[src/rtl/mux4_rr_arbiter.sv]
// Round-robin owner selection for a shared 4:1 mux; drives sel and flags settled output.
// Latency: grant one edge after request, valid SETTLE_CYCLES edges after grant.
// Backpressure: none; requesters hold req until done, owner is forced off after MAX_HOLD valid cycles.
module mux4_rr_arbiter #(
    parameter int SETTLE_CYCLES = 2,
    parameter int MAX_HOLD      = 16,
    parameter int CNT_W         = 5
) (
    input  logic       clk,
    input  logic       rst_n,
    input  logic [3:0] req,
    output logic [3:0] gnt,
    output logic [1:0] sel,
    output logic       valid,
    output logic       timeout
);

    typedef enum logic [1:0] {
        IDLE   = 2'd0,
        SETTLE = 2'd1,
        GRANT  = 2'd2
    } state_t;

    localparam bit HAS_SETTLE  = (SETTLE_CYCLES > 0);
    localparam bit HAS_TIMEOUT = (MAX_HOLD > 0);
    localparam logic [CNT_W-1:0] SETTLE_INIT = CNT_W'(HAS_SETTLE ? SETTLE_CYCLES - 1 : 0);
    localparam logic [CNT_W-1:0] HOLD_LAST   = CNT_W'(HAS_TIMEOUT ? MAX_HOLD - 1 : 0);
    localparam logic [CNT_W-1:0] CNT_ONE     = CNT_W'(1);

    state_t           state_q;
    logic [1:0]       ptr_q;
    logic [1:0]       sel_q;
    logic [3:0]       gnt_q;
    logic             valid_q;
    logic             timeout_q;
    logic [CNT_W-1:0] cnt_q;

    logic [1:0]       pick_d;
    logic [1:0]       cand;
    logic             owner_req;

    // sel_q is the owner index whenever a grant is outstanding.
    assign owner_req = req[sel_q];

    // Scan from the pointer upward (mod 4); the closest set bit wins.
    always_comb begin
        pick_d = ptr_q;
        cand   = ptr_q;
        for (int i = 3; i >= 0; i--) begin
            cand = ptr_q + 2'(i);
            if (req[cand]) begin
                pick_d = cand;
            end
        end
    end

    always_ff @(posedge clk or negedge rst_n) begin
        if (!rst_n) begin
            state_q   <= IDLE;
            ptr_q     <= 2'd0;
            sel_q     <= 2'd0;
            gnt_q     <= 4'd0;
            valid_q   <= 1'b0;
            timeout_q <= 1'b0;
            cnt_q     <= '0;
        end else begin
            timeout_q <= 1'b0;
            case (state_q)
                IDLE: begin
                    if (|req) begin
                        gnt_q <= 4'b0001 << pick_d;
                        sel_q <= pick_d;
                        if (HAS_SETTLE) begin
                            state_q <= SETTLE;
                            cnt_q   <= SETTLE_INIT;
                        end else begin
                            state_q <= GRANT;
                            valid_q <= 1'b1;
                            cnt_q   <= '0;
                        end
                    end
                end
                SETTLE: begin
                    if (!owner_req) begin
                        state_q <= IDLE;
                        gnt_q   <= 4'd0;
                        ptr_q   <= sel_q + 2'd1;
                        cnt_q   <= '0;
                    end else if (cnt_q == '0) begin
                        state_q <= GRANT;
                        valid_q <= 1'b1;
                    end else begin
                        cnt_q <= cnt_q - CNT_ONE;
                    end
                end
                GRANT: begin
                    if (!owner_req || (HAS_TIMEOUT && cnt_q == HOLD_LAST)) begin
                        state_q   <= IDLE;
                        gnt_q     <= 4'd0;
                        valid_q   <= 1'b0;
                        ptr_q     <= sel_q + 2'd1;
                        cnt_q     <= '0;
                        timeout_q <= owner_req;
                    end else begin
                        cnt_q <= cnt_q + CNT_ONE;
                    end
                end
                default: begin
                    state_q <= IDLE;
                    gnt_q   <= 4'd0;
                    valid_q <= 1'b0;
                    cnt_q   <= '0;
                end
            endcase
        end
    end

    assign gnt     = gnt_q;
    assign sel     = sel_q;
    assign valid   = valid_q;
    assign timeout = timeout_q;

endmodule

[config.mk]
export PLATFORM = sky130hd
export DESIGN_NAME = mux4_rr_arbiter
export DESIGN_NICKNAME = d
export VERILOG_FILES = /design/src/rtl/mux4_rr_arbiter.sv
export SDC_FILE = /design/constraint.sdc
export NUM_CORES = 1
export LEC_CHECK = 0
export BUFFER_PORTS_ARGS = -buffer_cell sky130_fd_sc_hd__buf_2
export CORE_AREA = 4 4 45 62
export CTS_CLUSTER_SIZE = 12
export DETAILED_ROUTE_END_ITERATION = 16
export DIE_AREA = 0 0 49 66
export GPL_TIMING_DRIVEN = 0
export PLACE_DENSITY_LB_ADDON = 0.12
export SYNTH_ARGS = -nofsm -noshare
export SYNTH_HDL_FRONTEND = slang
export SYNTH_SLANG_ARGS = --single-unit
[constraint.sdc]
create_clock -name clk -period 1.9 [get_ports clk]
set_input_delay 0.285 -clock clk [delete_from_list [all_inputs] [get_ports clk]]
set_output_delay 0.285 -clock clk [all_outputs]
set_load 0.005 [all_outputs]
**Yosys cells after proc, flatten, opt, wreduce, memory -nomap -nowiden**

Index checks and enable logic that the tools add are counted.

- Register bits after elaboration: 17
- Bits of input ports: 6
- Output and inout port bits: 8
- Logic and storage cells: 79

- Add/subtract/negate cells: 6
- Magnitude comparators: 5
- Equal/unequal tests: 10
- Shift operators: 1
- Multiplexer cells: 37
- Bitwise logic cells: 1
- Reductions and logical operators: 12

Operators with widths:

| kind | number |
|---|---|
| $mux 2 | 10 |
| $mux 5 | 4 |
| $lt 2x3->1 const B | 5 |
| $pmux 5 s3 | 1 |
| $mux 4 | 3 |
| $pmux 4 s3 | 1 |
| $bmux 1 s2 | 5 |
| $mux 1 | 10 |
| $ne 2x2->1 const B | 5 |
| $reduce_and 3->1 | 3 |
| $ne 3x3->1 const B | 2 |
| $pmux 2 s3 | 1 |
| $add 5x1->5 const B | 1 |
| $eq 5x4->1 const B | 1 |
| $logic_not 5->1 | 1 |
| $sub 5x1->5 const B | 1 |
| $add 2x1->2 const B | 2 |
| $add 2x2->2 const B | 2 |
| $pmux 2 s2 | 1 |
| $reduce_and 2->1 | 2 |
| $reduce_and 4->1 | 1 |
| $reduce_or 4->1 | 1 |
| $shl 1x2->4 const A | 1 |
| $pmux 1 s3 | 1 |
| 7 further kinds | 7 |

**Depth between registers and ports, before layout**

- Word-level depth: 10
- Gate-level depth with buffers: 7
- Gate-level depth less buffers: 7

**Worst setup path after synthesis**

OpenSTA, ideal clock, no wires.

- Path type: register -> register
- From: register cnt_q[1]
- To: register cnt_q[3]
- Setup time: 83 ps
- Arrival time: 1,963 ps
- Data required time: 1,817 ps
- Setup slack: -146 ps
- Cell stages (with the launch flop): 8
- Path buffers: 0
- Clock period less this slack: 2,046 ps
- Cells stage by stage: dfrtp_1 > ha_1 > and3_1 > ha_1 > or3b_2 > o31ai_1 > a221oi_1 > o21ai_0

- Cells in the longest elaborated chain, start to end: 4
- Elaborated cells between the ends (all ways): 11
- Classes of those cells: add/sub: 2; eq/ne: 2; mux: 4; reduce/logical: 3

RTL lines:

| element | RTL line | source |
|---|---|---|
| start, declared | 36 | `logic [CNT_W-1:0] cnt_q;` |
| start signal, assigned | 93 | `cnt_q <= cnt_q - CNT_ONE;` |
| start signal, assigned | 105 | `cnt_q <= cnt_q + CNT_ONE;` |
| $sub 5x1->5 or $eq 5x4->1 (tied branches) | 93, 97 |  |
| $mux 5 or $logic_or 1x1->1 (tied branches) | 89, 97 |  |
| $mux 5 (on tied branches) | 84, 97 |  |
| $pmux 5 s3 | 68 | `case (state_q)` |

Parallel ways exist; a longest one is shown, timed or not. The select of a mux whose other input is x is not followed.
A chain may end at the register's enable or synchronous reset.

**Final worst setup path**

Ends and elaborated chain as after synthesis.

==> key figures <==
Floorplanning
  • Core area: about 2200 µm²
  • Initial Util: 0.488
  • Site row count: 20
  • Die W: just under 50 µm
  • Die Y: approximately 66 µm
  • IO Count: 14
  • Die area: 3230 µm²

Global routing
  • Met3 Use GR: 0.0293
  • Largest net degree at the start of global routing: 18
  • Total gr overflow: 0
  • First-pass GRT wire length: about 4400 µm
  • Most used routing layer: met2
  • Met1 Resource Use GR: 0.196
  • Initial antenna violation count: 0
  • Vias in the first global route: between 900 and 1,000
  • Total track usage: 0.172
  • Met2 Use GR: 0.304

STA
  • Fmax: ~530 MHz
  • Final Max Slew Viols: 0
  • Final hold viol count: 0
  • Setup TNS: -1.38 ps
  • Max-slew headroom: 0.569
  • Final worst slack: -1.38 ps
  • Tightest Pin Transition: around 640 ps
  • Final Cycle Share: 1.00
  • Tmin final: around 1900 ps
  • Clock Skews: 1.37 ps
  • RSZ-0062 raised after global routing: yes
  • Final setup fails: 1

Logic synthesis
  • Ys async rst share: 1.00
  • Post-synthesis instance total: about 120
  • Seq cells post-synth: 17
  • Sequential share of the synthesized area: 0.396
  • Cell Area, Synth: roughly 1100 µm²
  • Synth Net Count: between 100 and 150
  • Synth unique cells: 44
  • Synth warn: 0
  • Average size of a mapped cell: 9.35 µm²
  • Main synth FF type: dfrtp_1
  • EDFF count, synth: 0

Clock network
  • CTS HTree Levels: 1
  • Worst-Skew Late Latency: ~290 ps
  • Root Buffer: clkbuf_4
  • Clk slew on worst S/H paths: around 100 ps
  • Clk sinks: 17
  • CTS buffer count: 3
  • Max clock buf depth: 2
  • CTS tree: built

Routing
  • Vias after detailed routing: around 960
  • DRT iter0 DRCs: 15
  • DRT Pass-1 Iters: 6
  • Via density: 6.13
  • Drc violations: 0
  • Routed Wire Length: between 2000 and 3000 µm
  • Routed Antenna Nets: 0
  • WL/cell: between 15 and 20 µm

Cells and area
  • NumNets Final: between 100 and 150
  • Share of cells above drive strength 1: 0.281
  • Register Area: about 430 µm²
  • Synthesis-to-layout area growth: 20.3%
  • Multi-input gate area: 672 µm²
  • ANT cells: 0
  • Final Non-Filler Cells: between 150 and 200
  • Fill cell count: 209
  • Final core utilization: 0.587
  • Final Cell Area: between 1000 and 1500 µm²

Job
  • Max_cap viols: 0

Placement
  • DP Area: around 1200 µm²
  • I/O Buffers: 13
  • GP Congestion: between 0.8 and 0.9
  • Placed cell count: 150
  • Post-DP HPWL: roughly 1800 µm
  • Post-Place Worst Slack: -255 ps

Pwr
  • Maximum VDD drop: 0.837 mV
  • Leak: 0.000574 µW
  • Pwr/cell area: 1650 nW/µm²

Run status
  • Failing checks: negative setup slack
  • Status: finished, violations left

Worst hold path
  • Hold EP: gnt[0]
  • Hold Path Class: in -> reg
  • Hold Path Origin: req[3]
  • Hold Path Stages: 3

Worst setup path
  • End of the worst register-to-register path: cnt_q[3]
  • Critical Path AT: between 2000 and 2500 ps
  • Worst reg2reg path depth: 7
  • CP Launch Type: flip-flop
  • R2R Setup Slk: -1 ps
  • Crit end category: flip-flop
  • Crit path kind: reg -> reg
  • Max FO, Critical Path: 6
  • CP required: around 2100 ps
  • RR Startpoint: cnt_q[1]
-- routing by layer --
metal / up-vias / wire length (µm) / part of all wire
li1: 468 / - / -
met1: 464 / 1020 / 0.41
met2: 26 / 1320 / 0.53
met3: 5 / 113 / 0.045
met4: 0 / 51 / 0.020
met5: - / 0 / 0
-- stage by stage --
stage,total power [µW],hold slack [ps]
floorplan,1490,-10.6
global placement,1750,226
detailed placement,1780,231
CTS,2050,408
global route,2330,447
finish,2130,417
-- where the power goes --
part / total (µW) / switching, µW / internal [µW]
clock: 197 / 119 / 78.3
sequential: 685 / 169 / 516
combinational: 1250 / 665 / 584
-- logic make-up after synthesis --
family | after synthesis | share of synthesized area
AND/OR/NAND/NOR | 42 | 0.219
multiplexers | 4 | 0.0501
buffers and inverters | 10 | 0.0396
adder cells (fa/ha/maj) | 3 | 0.0349
flip-flops | 17 | 0.396
AO/OA/AOI/OAI | 37 | 0.244
XOR/XNOR | 2 | 0.0163
-- layout by cell type, fill, tap and decap left out, types with 3 or more instances in the layout --
master	instances
nand2b_1	7
nor2_1	7
o21ai_1	3
o2bb2ai_1	3
dfrtp_1	17
clkbuf_4	3
a21oi_1	7
nand2_1	11
inv_1	5
buf_4	5
buf_2	14
o21ai_0	5
-- cell usage after synthesis, types with 2 or more instances --
master      n  area [µm²]
a31oi_1     2        12.5
o2bb2ai_1   3        26.3
o21ai_0     7        35.0
a22o_1      2        17.5
nand2b_1    7        43.8
o22ai_1     2        12.5
mux2i_1     2        20.0
o22a_1      2        17.5
o31ai_1     2        15.0
dfrtp_1    17         425
ha_1        3        37.5
clkbuf_1    3        11.3
inv_1       5        18.8
nor4_1      2        12.5
nor2_1      7        26.3
nand2_1    11        41.3
nand3_1     2        10.0
nor3b_1     3        22.5
a21oi_1     7        35.0
nor2b_1     2        12.5
-- worst max path at each step --
stage                        start        to  slack [ps]  cells past startpoint
after global placement    cnt_q[1]  cnt_q[2]        -220                      7
after detailed placement  cnt_q[1]  cnt_q[2]        -260                      7
final                     cnt_q[1]  cnt_q[3]          -1                      7
after floorplan           cnt_q[1]  cnt_q[3]          20                      7
after CTS                 cnt_q[0]  cnt_q[2]          -2                      7
after global routing      cnt_q[1]  cnt_q[3]        -100                      7
-- worst max-delay path, cell delays in order, from the launching register on --
cell and delay (ps):
dfrtp_1 400, ha_2 210, and3_4 190, ha_4 180, or3b_4 440, o31ai_2 190, a221oi_1 110, o21ai_1 120
-- sequential cells by signal, indices dropped and copies added, names as in the netlist --
signal / count
state_q: 2
cnt_q: 5
ptr_q: 2
sel: 2
gnt: 4
valid: 1
timeout: 1
-- final cells by class --
type / count / share of cell area
repair buffers: 18 / 0.0813
clock inverters: 1 / 0.00387
well taps: 22 / 0.0213
multi-input cells: 88 / 0.520
flip-flops and latches: 17 / 0.329
clock buffers: 3 / 0.0174
inverters: 5 / 0.0145
plain buffers: 3 / 0.0126
-- repair_timing --
action | 4_1_cts | 5_1_grt
endpoints found under the setup margin | 8 | 9
setup buffers | 2 | 2
resized for setup | 7 | 5
pin swaps | 1 | 4
hold endpoints to repair | 17 | 0
hold buffers | 1 | 0
cloned | 0 | 0
No activity file was read; power rests on OpenSTA's default activity.
